===== config.mk =====
export PLATFORM = sky130hd
export DESIGN_NAME = serial_bit_feeder
export DESIGN_NICKNAME = d
export VERILOG_FILES = /design/src/rtl/serial_bit_feeder.sv
export SDC_FILE = /design/constraint.sdc
export NUM_CORES = 1
export LEC_CHECK = 0
export BUFFER_PORTS_ARGS = -buffer_cell sky130_fd_sc_hd__buf_2
export CAP_MARGIN = 20
export CORE_MARGIN = 2
export CORE_UTILIZATION = 49
export CTS_CLUSTER_DIAMETER = 200
export DETAILED_ROUTE_END_ITERATION = 8
export PLACE_DENSITY = 0.71
export SLEW_MARGIN = 0
export SYNTH_ARGS = -nofsm -noshare
export SYNTH_HDL_FRONTEND = slang
export SYNTH_SLANG_ARGS = --single-unit

===== constraint.sdc =====
create_clock -name clk -period 2 [get_ports clk]
set_input_delay 0.4 -clock clk [delete_from_list [all_inputs] [get_ports clk]]
set_output_delay 0.4 -clock clk [all_outputs]
set_load 0.01 [all_outputs]

===== src/rtl/serial_bit_feeder.sv =====
// Parallel-to-serial feeder: WIDTH-bit words in over valid/ready, one bit per clock out.
// A one-word holding register lets a new word follow the previous one with no gap cycle.
module serial_bit_feeder #(
  parameter int WIDTH     = 8,
  parameter bit MSB_FIRST = 1'b1,
  parameter bit IDLE_BIT  = 1'b0
) (
  input  logic             clk,
  input  logic             rst,
  input  logic [WIDTH-1:0] in_data,
  input  logic             in_valid,
  output logic             in_ready,
  output logic             out,
  output logic             out_valid,
  output logic             frame_start,
  output logic             word_done
);

  localparam int BW = $clog2(WIDTH);
  localparam logic [BW-1:0] LAST = BW'(WIDTH - 1);

  typedef enum logic {IDLE, SHIFT} state_t;

  state_t           state_reg, state_next;
  logic [WIDTH-1:0] hold_reg, hold_next;
  logic             hold_full_reg, hold_full_next;
  logic [WIDTH-1:0] shreg_reg, shreg_next;
  logic [BW-1:0]    bcnt_reg, bcnt_next;
  logic             out_reg, out_next;
  logic             out_valid_reg, out_valid_next;
  logic             frame_start_reg, frame_start_next;
  logic             word_done_reg, word_done_next;
  logic             accept;
  logic             head_next;

  assign in_ready = !hold_full_reg && !rst;
  assign accept   = in_valid && in_ready;

  always_ff @(posedge clk or posedge rst) begin
    if (rst) begin
      state_reg       <= IDLE;
      hold_reg        <= '0;
      hold_full_reg   <= 1'b0;
      shreg_reg       <= '0;
      bcnt_reg        <= '0;
      out_reg         <= IDLE_BIT;
      out_valid_reg   <= 1'b0;
      frame_start_reg <= 1'b0;
      word_done_reg   <= 1'b0;
    end else begin
      state_reg       <= state_next;
      hold_reg        <= hold_next;
      hold_full_reg   <= hold_full_next;
      shreg_reg       <= shreg_next;
      bcnt_reg        <= bcnt_next;
      out_reg         <= out_next;
      out_valid_reg   <= out_valid_next;
      frame_start_reg <= frame_start_next;
      word_done_reg   <= word_done_next;
    end
  end

  always_comb begin
    state_next     = state_reg;
    hold_next      = hold_reg;
    hold_full_next = hold_full_reg;
    shreg_next     = shreg_reg;
    bcnt_next      = bcnt_reg;

    case (state_reg)
      IDLE: begin
        if (hold_full_reg) begin
          shreg_next     = hold_reg;
          hold_full_next = 1'b0;
          bcnt_next      = '0;
          state_next     = SHIFT;
        end
      end
      SHIFT: begin
        if (bcnt_reg != LAST) begin
          shreg_next = MSB_FIRST ? (shreg_reg << 1) : (shreg_reg >> 1);
          bcnt_next  = bcnt_reg + 1'b1;
        end else if (hold_full_reg) begin
          shreg_next     = hold_reg;
          hold_full_next = 1'b0;
          bcnt_next      = '0;
        end else begin
          state_next = IDLE;
        end
      end
      default: state_next = IDLE;
    endcase

    // accept only happens with hold empty, so it never races a reload's clear
    if (accept) begin
      hold_next      = in_data;
      hold_full_next = 1'b1;
    end

    // outputs are precomputed for the next cycle so each one comes straight from a flop
    head_next        = MSB_FIRST ? shreg_next[WIDTH-1] : shreg_next[0];
    out_next         = (state_next == SHIFT) ? head_next : IDLE_BIT;
    out_valid_next   = (state_next == SHIFT);
    frame_start_next = (state_next == SHIFT) && (bcnt_next == '0);
    word_done_next   = (state_next == SHIFT) && (bcnt_next == LAST);
  end

  assign out         = out_reg;
  assign out_valid   = out_valid_reg;
  assign frame_start = frame_start_reg;
  assign word_done   = word_done_reg;

endmodule


==> results of run 1 <==
==> through the flow <==
step	area (µm²)	setup slack (ps)	power [W]
floorplan	1010	491	0.00135
global placement	1130	442	0.00150
detailed placement	1130	397	0.00152
CTS	1150	375	0.00173
global route	1150	268	0.00188
finish	1150	390	0.00170
==> worst max-delay path, cell delays in order, from the launching register on <==
cell and delay (ps):
dfrtp_1 430, ha_1 230, ha_1 180, nor2b_1 110, buf_4 220, nor2_1 70, mux2_2 260
==> metal layers <==
metal,up-vias,track usage,share of wire
li1,301,-,-
met4,0,0.0556,0.0068
met5,-,0,0
met3,2,0.0364,0.030
met2,9,0.268,0.51
met1,298,0.182,0.45
==> path summary, 6_finish.rpt <==
| kind | cells past startpoint | slack (ps) | end | start |
|---|---|---|---|---|
| max | 6 | 390 | bcnt_reg[0] | bcnt_reg[0] |
| min | 3 | 130 | hold_full_reg | rst |
| max reg2reg | 6 | 390 | bcnt_reg[0] | bcnt_reg[0] |
| min reg2reg | 2 | 500 | out | shreg_reg[6] |
| max in group asynchronous | 3 | 1650 | hold_reg[6] | rst |
| min in group clk | 2 | 320 | hold_reg[2] | in_data[2] |
==> where the power goes <==
part	switching (W)	internal, W	total [W]
Sequential	0.000104	0.000659	0.000763
Clock	0.000126	0.0000776	0.000204
Combinational	0.000333	0.000401	0.000735
Total	0.000564	0.00114	0.00170
==> final cells by class <==
cell class                 instances  area (µm²)
tap                               27        33.8
sequential                        23         576
timing repair buffer              19         105
inverter                           2        7.51
multi-input combinational         48         404
fill                             190         810
clock buffer                       4        26.3
==> Yosys cell counts <==
master,count
a21o_1,1
and2_1,1
and4b_1,1
buf_2,1
buf_4,1
buf_6,1
clkbuf_1,1
dfrtp_1,23
ha_1,3
inv_1,2
mux2_2,3
mux2_4,8
mux2i_1,8
nand2_1,8
nand2b_1,1
nor2_1,2
nor2_2,1
nor2b_1,3
nor3_1,1
o21ai_0,7
==> kinds of logic after synthesis <==
kind of cell    Yosys count  synth area share
buf+inv                   6            0.0345
mux                      19             0.231
fa+ha+maj                 3            0.0370
compound gates            8            0.0419
flops                    23             0.567
simple gates             18            0.0888
==> results.py, run 1 <==
metrics = {
    "drt": {
        "ant_nets": 0,
        "viasPerCell": 4.96,
        "via_count": 610,
        "dr.pass1.iters": 4,
        "wirelength_um": 1470,
        "drc": 0,
        "drt-initial-drc-count": 9,
        "routedWlPerCell_um": 12.0,
    },
    "clock_network": {
        "insertion_delay_ps": 300,
        "cts_setup_buffers": 0,
        "cts_buffers": 3,
        "cts_resized": 0,
        "cts_root_buffer": "clkbuf_4",
        "htree_levels": 1,
        "cts_tree": "built",
        "holdBufCountCts": 0,
        "clkSlewWorstSetupHoldPaths_ps": 120,
        "cts.sinks": 23,
        "clockBufferDepth": 2,
    },
    "sta": {
        "rsz0062_at_grt": "no",
        "relSlewSlack": 0.810,
        "setup_violations": 0,
        "min_period_over_period": 0.805,
        "max_slew.worst_pin.slew_ps": 284,
        "holdWs_ps": 130,
        "hold_viol_final": 0,
        "fmaxAchievable_mhz": 621,
        "setup_tns_ps": 0,
        "min_period_ps": 1610,
        "skew_ps": 4.98,
        "drv_slew": 0,
    },
    "critical_path": {
        "critPathKind": "flip-flop to flip-flop",
        "worstPathArrival_ps": 1810,
        "required_ps": 2200,
        "end_kind": "flip-flop",
        "critPathLaunchType": "flip-flop",
        "path_max_fanout": 20,
    },
    "yosys": {
        "yosysUniqueCellTypes": 20,
        "netlist.area_leader.share": 0.567,
        "yosysSeqAreaShare": 0.567,
        "synth_cells": 77,
        "syn-num-nets": 91,
        "synth_area_leader_cell": "dfrtp_1",
        "synth.area.top_cells": "dfrtp_1, mux2_4, mux2i_1",
        "synth_area_per_cell_um2": 13.2,
        "synth_seq_cells": 23,
        "synthesis.area_mm2": 0.00101,
        "synth_warnings": 0,
    },
    "layout": {
        "final_common_cell": "dfrtp_1",
        "antennaDiodeCount": 0,
        "syn2layout_area_growth_pct": 13.6,
        "final_cell_mix": "dfrtp_1, buf_2, mux2_4, mux2i_1, nand2_1",
        "fin_util": 0.587,
        "largest_register_ffs": 8,
        "stdcell_count": 123,
        "drive_gt1_frac": 0.354,
        "nets": 111,
    },
    "global_route": {
        "antenna_found_initial": 0,
        "grt_overflow": 0,
        "grt_start_max_net_pins": 24,
        "grt_usage": 0.153,
        "grt_pass1_wl_um": 2750,
        "grt_pass1_vias": 642,
    },
    "run_status": {
        "status": "finished clean",
    },
    "floorplan": {
        "die_w_um": 49.5,
        "rows": 16,
        "core_mm2": 0.00196,
        "start_util": 0.517,
        "num_io_pins": 16,
        "die_height_um": 49.5,
        "dieArea_mm2": 0.00245,
    },
    "place": {
        "portBuffers": 15,
        "dp_hpwl_um": 1050,
        "placed_cells": 119,
        "routabilityCongestion": 0.715,
    },
    "power": {
        "p_per_area_mw_per_mm2": 1480,
        "p_leak_nw": 0.584,
        "ir_drop_mv": 0.831,
    },
    "job": {
        "maxCapViolations": 0,
    },
    "worst_hold_path": {
        "hp-class": "input port to asynchronous set/reset pin",
    },
}
No activity file was read; power rests on OpenSTA's default activity.
==> run 2: changes to the inputs <==
- CORE_UTILIZATION: 49 -> 48
- PLACE_DENSITY: 0.71 -> 0.72
- clock period: 2 -> 1.44 ns (I/O delays scaled with it)
==> results.py, run 2 (synthesis results as in run 1) <==
metrics = {
    "critical_path": {
        "slowest_stage": "dfrtp_1",
        "end_kind": "flip-flop",
        "required_ps": 1640,
        "critPathLaunchType": "flip-flop",
        "rr_startpoint": "bcnt_reg[0]",
        "path_max_fanout": 3,
        "worstPathArrival_ps": 1710,
        "max_stage_delay_ps": 430,
        "critPathMostFrequentCell": "ha_4",
        "critPathLaunch": "bcnt_reg[0]",
        "crit_path_cell_trace": "ha_4 -> ha_4 -> nand2b_4 -> mux2_4 -> and4b_1",
        "critPathKind": "flip-flop to flip-flop",
    },
    "clock_network": {
        "clkSlewWorstSetupHoldPaths_ps": 110,
        "cts_buffers": 3,
        "clockBufferDepth": 2,
        "htree_levels": 1,
        "holdBufCountCts": 0,
        "insertion_delay_ps": 300,
        "cts_setup_buffers": 0,
        "cts_tree": "built",
        "cts.sinks": 23,
        "cts_root_buffer": "clkbuf_4",
    },
    "global_route": {
        "grt_pass1_vias": 629,
        "grt_start_max_net_pins": 24,
        "antenna_found_initial": 0,
        "grt_pass1_wl_um": 2800,
        "grt_usage": 0.146,
        "grt_overflow": 0,
    },
    "place": {
        "postPlaceCellArea_mm2": 0.00117,
        "portBuffers": 15,
        "routabilityCongestion": 0.733,
        "placed_cells": 121,
        "dp_hpwl_um": 1080,
    },
    "power": {
        "p_per_area_mw_per_mm2": 2150,
        "power_w": 0.00269,
        "p_leak_nw": 0.616,
        "ir_drop_mv": 1.20,
    },
    "layout": {
        "stdcell_count": 125,
        "final_cell_mix": "dfrtp_1, buf_2, mux2_4",
        "final_area_mm2": 0.00125,
        "largest_register_ffs": 8,
        "fill_cells": 163,
        "fin_util": 0.631,
        "final_common_cell": "dfrtp_1",
        "drive_gt1_frac": 0.439,
        "antennaDiodeCount": 0,
        "nets": 113,
        "syn2layout_area_growth_pct": 23.3,
    },
    "worst_hold_path": {
        "hp-class": "input port to asynchronous set/reset pin",
    },
    "drt": {
        "drt-initial-drc-count": 6,
        "wirelength_um": 1570,
        "dr.pass1.iters": 2,
        "ant_nets": 0,
        "viasPerCell": 4.90,
        "via_count": 612,
        "routedWlPerCell_um": 12.6,
        "drc": 0,
    },
    "floorplan": {
        "die_w_um": 50.0,
        "start_util": 0.512,
        "num_io_pins": 16,
        "dieArea_mm2": 0.00250,
        "core_mm2": 0.00198,
        "rows": 16,
        "die_height_um": 50.0,
    },
    "sta": {
        "drv_slew": 0,
        "min_period_over_period": 1.05,
        "setup_violations": 2,
        "relSlewSlack": 0.812,
        "fin_ws_ps": -67.6,
        "max_slew.worst_pin.slew_ps": 281,
        "fmaxAchievable_mhz": 663,
        "rsz0062_at_grt": "yes",
        "hold_viol_final": 0,
        "skew_ps": 2.24,
        "min_period_ps": 1510,
    },
    "run_status": {
        "violations": "negative setup slack",
        "status": "finished with violations",
    },
    "job": {
        "maxCapViolations": 0,
    },
}
[run 2: layer usage]
layer | wire length, µm | share of wire | track usage | vias up
met2 | 832 | 0.53 | 0.235 | 11
li1 | - | - | - | 303
met3 | 43 | 0.027 | 0.0273 | 0
met4 | 0 | 0 | 0.0556 | 0
met5 | 0 | 0 | 0 | -
met1 | 696 | 0.44 | 0.196 | 298
[run 2: through the flow]
stage	setup WS, ps	TNS, ps	hold WS [ps]
after detailed placement	-74.5	-517	360
after floorplan	-17.1	-17.1	290
after global routing	-116	-219	36.1
after CTS	-53.7	-70.7	19.7
after global placement	-13.8	-39.2	354
final	-67.6	-93.1	18.4
[run 2: path summary, 6_finish.rpt]
check	slack [ps]	cells past startpoint	endpoint
setup / recovery	-70	5	word_done
hold / removal	20	3	bcnt_reg[2]
max in group asynchronous	1200	3	hold_reg[1]
hold reg to reg	500	2	shreg_reg[5]
setup reg to reg	-70	5	word_done
min in group clk	210	2	hold_reg[7]
[run 2: critical path: cells and delay by family (launching register included)]
kind / cells / cell delay (ps)
multiplexers: 1 / 320
AND/OR/NAND/NOR: 2 / 330
flip-flops: 1 / 430
adder cells (fa/ha/maj): 2 / 330
[run 2: final cells by class]
type / count / area, µm² / share of cell area
clock buffers: 4 / 26.3 / 0.0210
inverters: 2 / 7.51 / 0.00600
multi-input cells: 48 / 472 / 0.377
flip-flops and latches: 23 / 576 / 0.460
well taps: 27 / 33.8 / 0.0270
repair buffers: 21 / 136 / 0.109
[run 2: what timing repair did]
action | 4_1_cts | 5_1_grt
setup endpoints to repair | 11 | 11
pin swaps | 0 | 2
resized for setup | 1 | 9
[run 2: power breakdown]
group	switching (W)	internal, W
sequential	0.000173	0.000915
combinational	0.000559	0.000759
clock	0.000173	0.000108
==> run 3: changes to the inputs <==
- CORE_UTILIZATION: 48 -> 49
- PLACE_DENSITY: 0.72 -> 0.71
- clock period: 1.44 -> 1.6 ns (I/O delays scaled with it)
==> results.py, run 3 (synthesis results as in run 1) <==
metrics = {
    "sta": {
        "fin_ws_ps": 58.5,
        "drv_slew": 0,
        "hold_viol_final": 0,
        "setup_violations": 0,
        "setup_tns_ps": 0,
        "relSlewSlack": 0.793,
        "max_slew.worst_pin.slew_ps": 301,
        "rsz0062_at_grt": "no",
        "min_period_over_period": 0.963,
        "min_period_ps": 1540,
        "skew_ps": 10.2,
        "fmaxAchievable_mhz": 649,
    },
    "place": {
        "placed_cells": 121,
        "dp_hpwl_um": 1100,
        "routabilityCongestion": 0.712,
        "preCtsSetupSlack_ps": 56.4,
        "portBuffers": 15,
    },
    "critical_path": {
        "end_kind": "flip-flop",
        "critPathKind": "flip-flop to flip-flop",
        "critPathLaunchType": "flip-flop",
        "worstPathArrival_ps": 1760,
        "required_ps": 1820,
        "crit_path_cell_trace": "ha_2 -> ha_1 -> nand2b_4 -> mux2_4 -> and4b_1",
        "slowest_stage": "dfrtp_1",
        "max_stage_delay_ps": 410,
        "ff2ff_path_depth": 5,
        "path_max_fanout": 3,
    },
    "drt": {
        "ant_nets": 0,
        "routedWlPerCell_um": 12.3,
        "drc": 0,
        "via_count": 621,
        "dr.pass1.iters": 4,
        "viasPerCell": 4.97,
        "drt-initial-drc-count": 5,
        "wirelength_um": 1540,
    },
    "clock_network": {
        "cts_root_buffer": "clkbuf_4",
        "htree_levels": 1,
        "insertion_delay_ps": 310,
        "cts_setup_buffers": 0,
        "clkSlewWorstSetupHoldPaths_ps": 130,
        "cts_buffers": 3,
        "holdBufCountCts": 0,
        "clockBufferDepth": 2,
        "cts_tree": "built",
        "cts.sinks": 23,
    },
    "run_status": {
        "status": "finished clean",
    },
    "power": {
        "ir_drop_mv": 1.13,
        "p_per_area_mw_per_mm2": 1920,
        "p_leak_nw": 0.608,
    },
    "layout": {
        "fin_util": 0.616,
        "final_cell_mix": "dfrtp_1, buf_2, mux2_4",
        "syn2layout_area_growth_pct": 19.1,
        "nets": 113,
        "largest_register_ffs": 8,
        "drive_gt1_frac": 0.418,
        "final_common_cell": "dfrtp_1",
        "stdcell_count": 125,
        "antennaDiodeCount": 0,
    },
    "global_route": {
        "antenna_found_initial": 0,
        "grt_start_max_net_pins": 24,
        "grt_overflow": 0,
        "grt_usage": 0.148,
        "grt_pass1_vias": 600,
        "grt_pass1_wl_um": 2680,
    },
    "floorplan": {
        "start_util": 0.517,
        "core_mm2": 0.00196,
        "die_height_um": 49.5,
        "rows": 16,
        "dieArea_mm2": 0.00245,
        "die_w_um": 49.5,
        "num_io_pins": 16,
    },
    "worst_hold_path": {
        "hp-class": "input port to asynchronous set/reset pin",
    },
    "job": {
        "maxCapViolations": 0,
    },
}
==> run 3: worst paths after layout <==
kind                                      to  slack, ps    startpoint
worst max-delay path               word_done         60   bcnt_reg[1]
worst min-delay path            shreg_reg[0]         30           rst
worst max register to register     word_done         60   bcnt_reg[1]
worst min register to register  shreg_reg[4]        500  shreg_reg[3]
max in group asynchronous        bcnt_reg[0]       1340           rst
min in group clk                 hold_reg[5]        220    in_data[5]
==> run 3: critical path, delay by kind of cell (launching register included) <==
family	cells	cell delay, ps
flops	1	410
fa+ha+maj	2	360
simple gates	2	350
mux	1	320
==> run 3: layer usage <==
metal / track usage / wire length [µm]
met5: 0 / 0
met4: 0.0833 / 34
met3: 0.0364 / 72
met2: 0.236 / 765
met1: 0.184 / 667
==> run 3: area by class of cell <==
type                       count  area, µm²
sequential                    23        576
inverter                       2       7.51
timing repair buffer          21        133
clock inverter                 1       5.00
fill                         166        753
multi-input combinational     48        432
tap                           27       33.8
clock buffer                   3       22.5
==> run 3: report_power, final <==
group / switching, W / internal (W) / total [W]
sequential: 0.000135 / 0.000824 / 0.000959
clock: 0.000169 / 0.0000934 / 0.000262
combinational: 0.000493 / 0.000608 / 0.00110
total: 0.000797 / 0.00153 / 0.00232
==> run 3: timing repair <==
item                                    CTS  global route
gates resized for setup                   0             6
endpoints found under the setup margin    0            10
hold endpoints to repair                  0             0
==> run 3: per-stage QoR <==
stage	hold slack [ps]	instance area [µm²]	power, W
global placement	385	1150	0.00193
floorplan	322	1010	0.00169
detailed placement	388	1150	0.00196
global route	47.6	1210	0.00251
CTS	26.7	1180	0.00223
finish	29.7	1210	0.00232
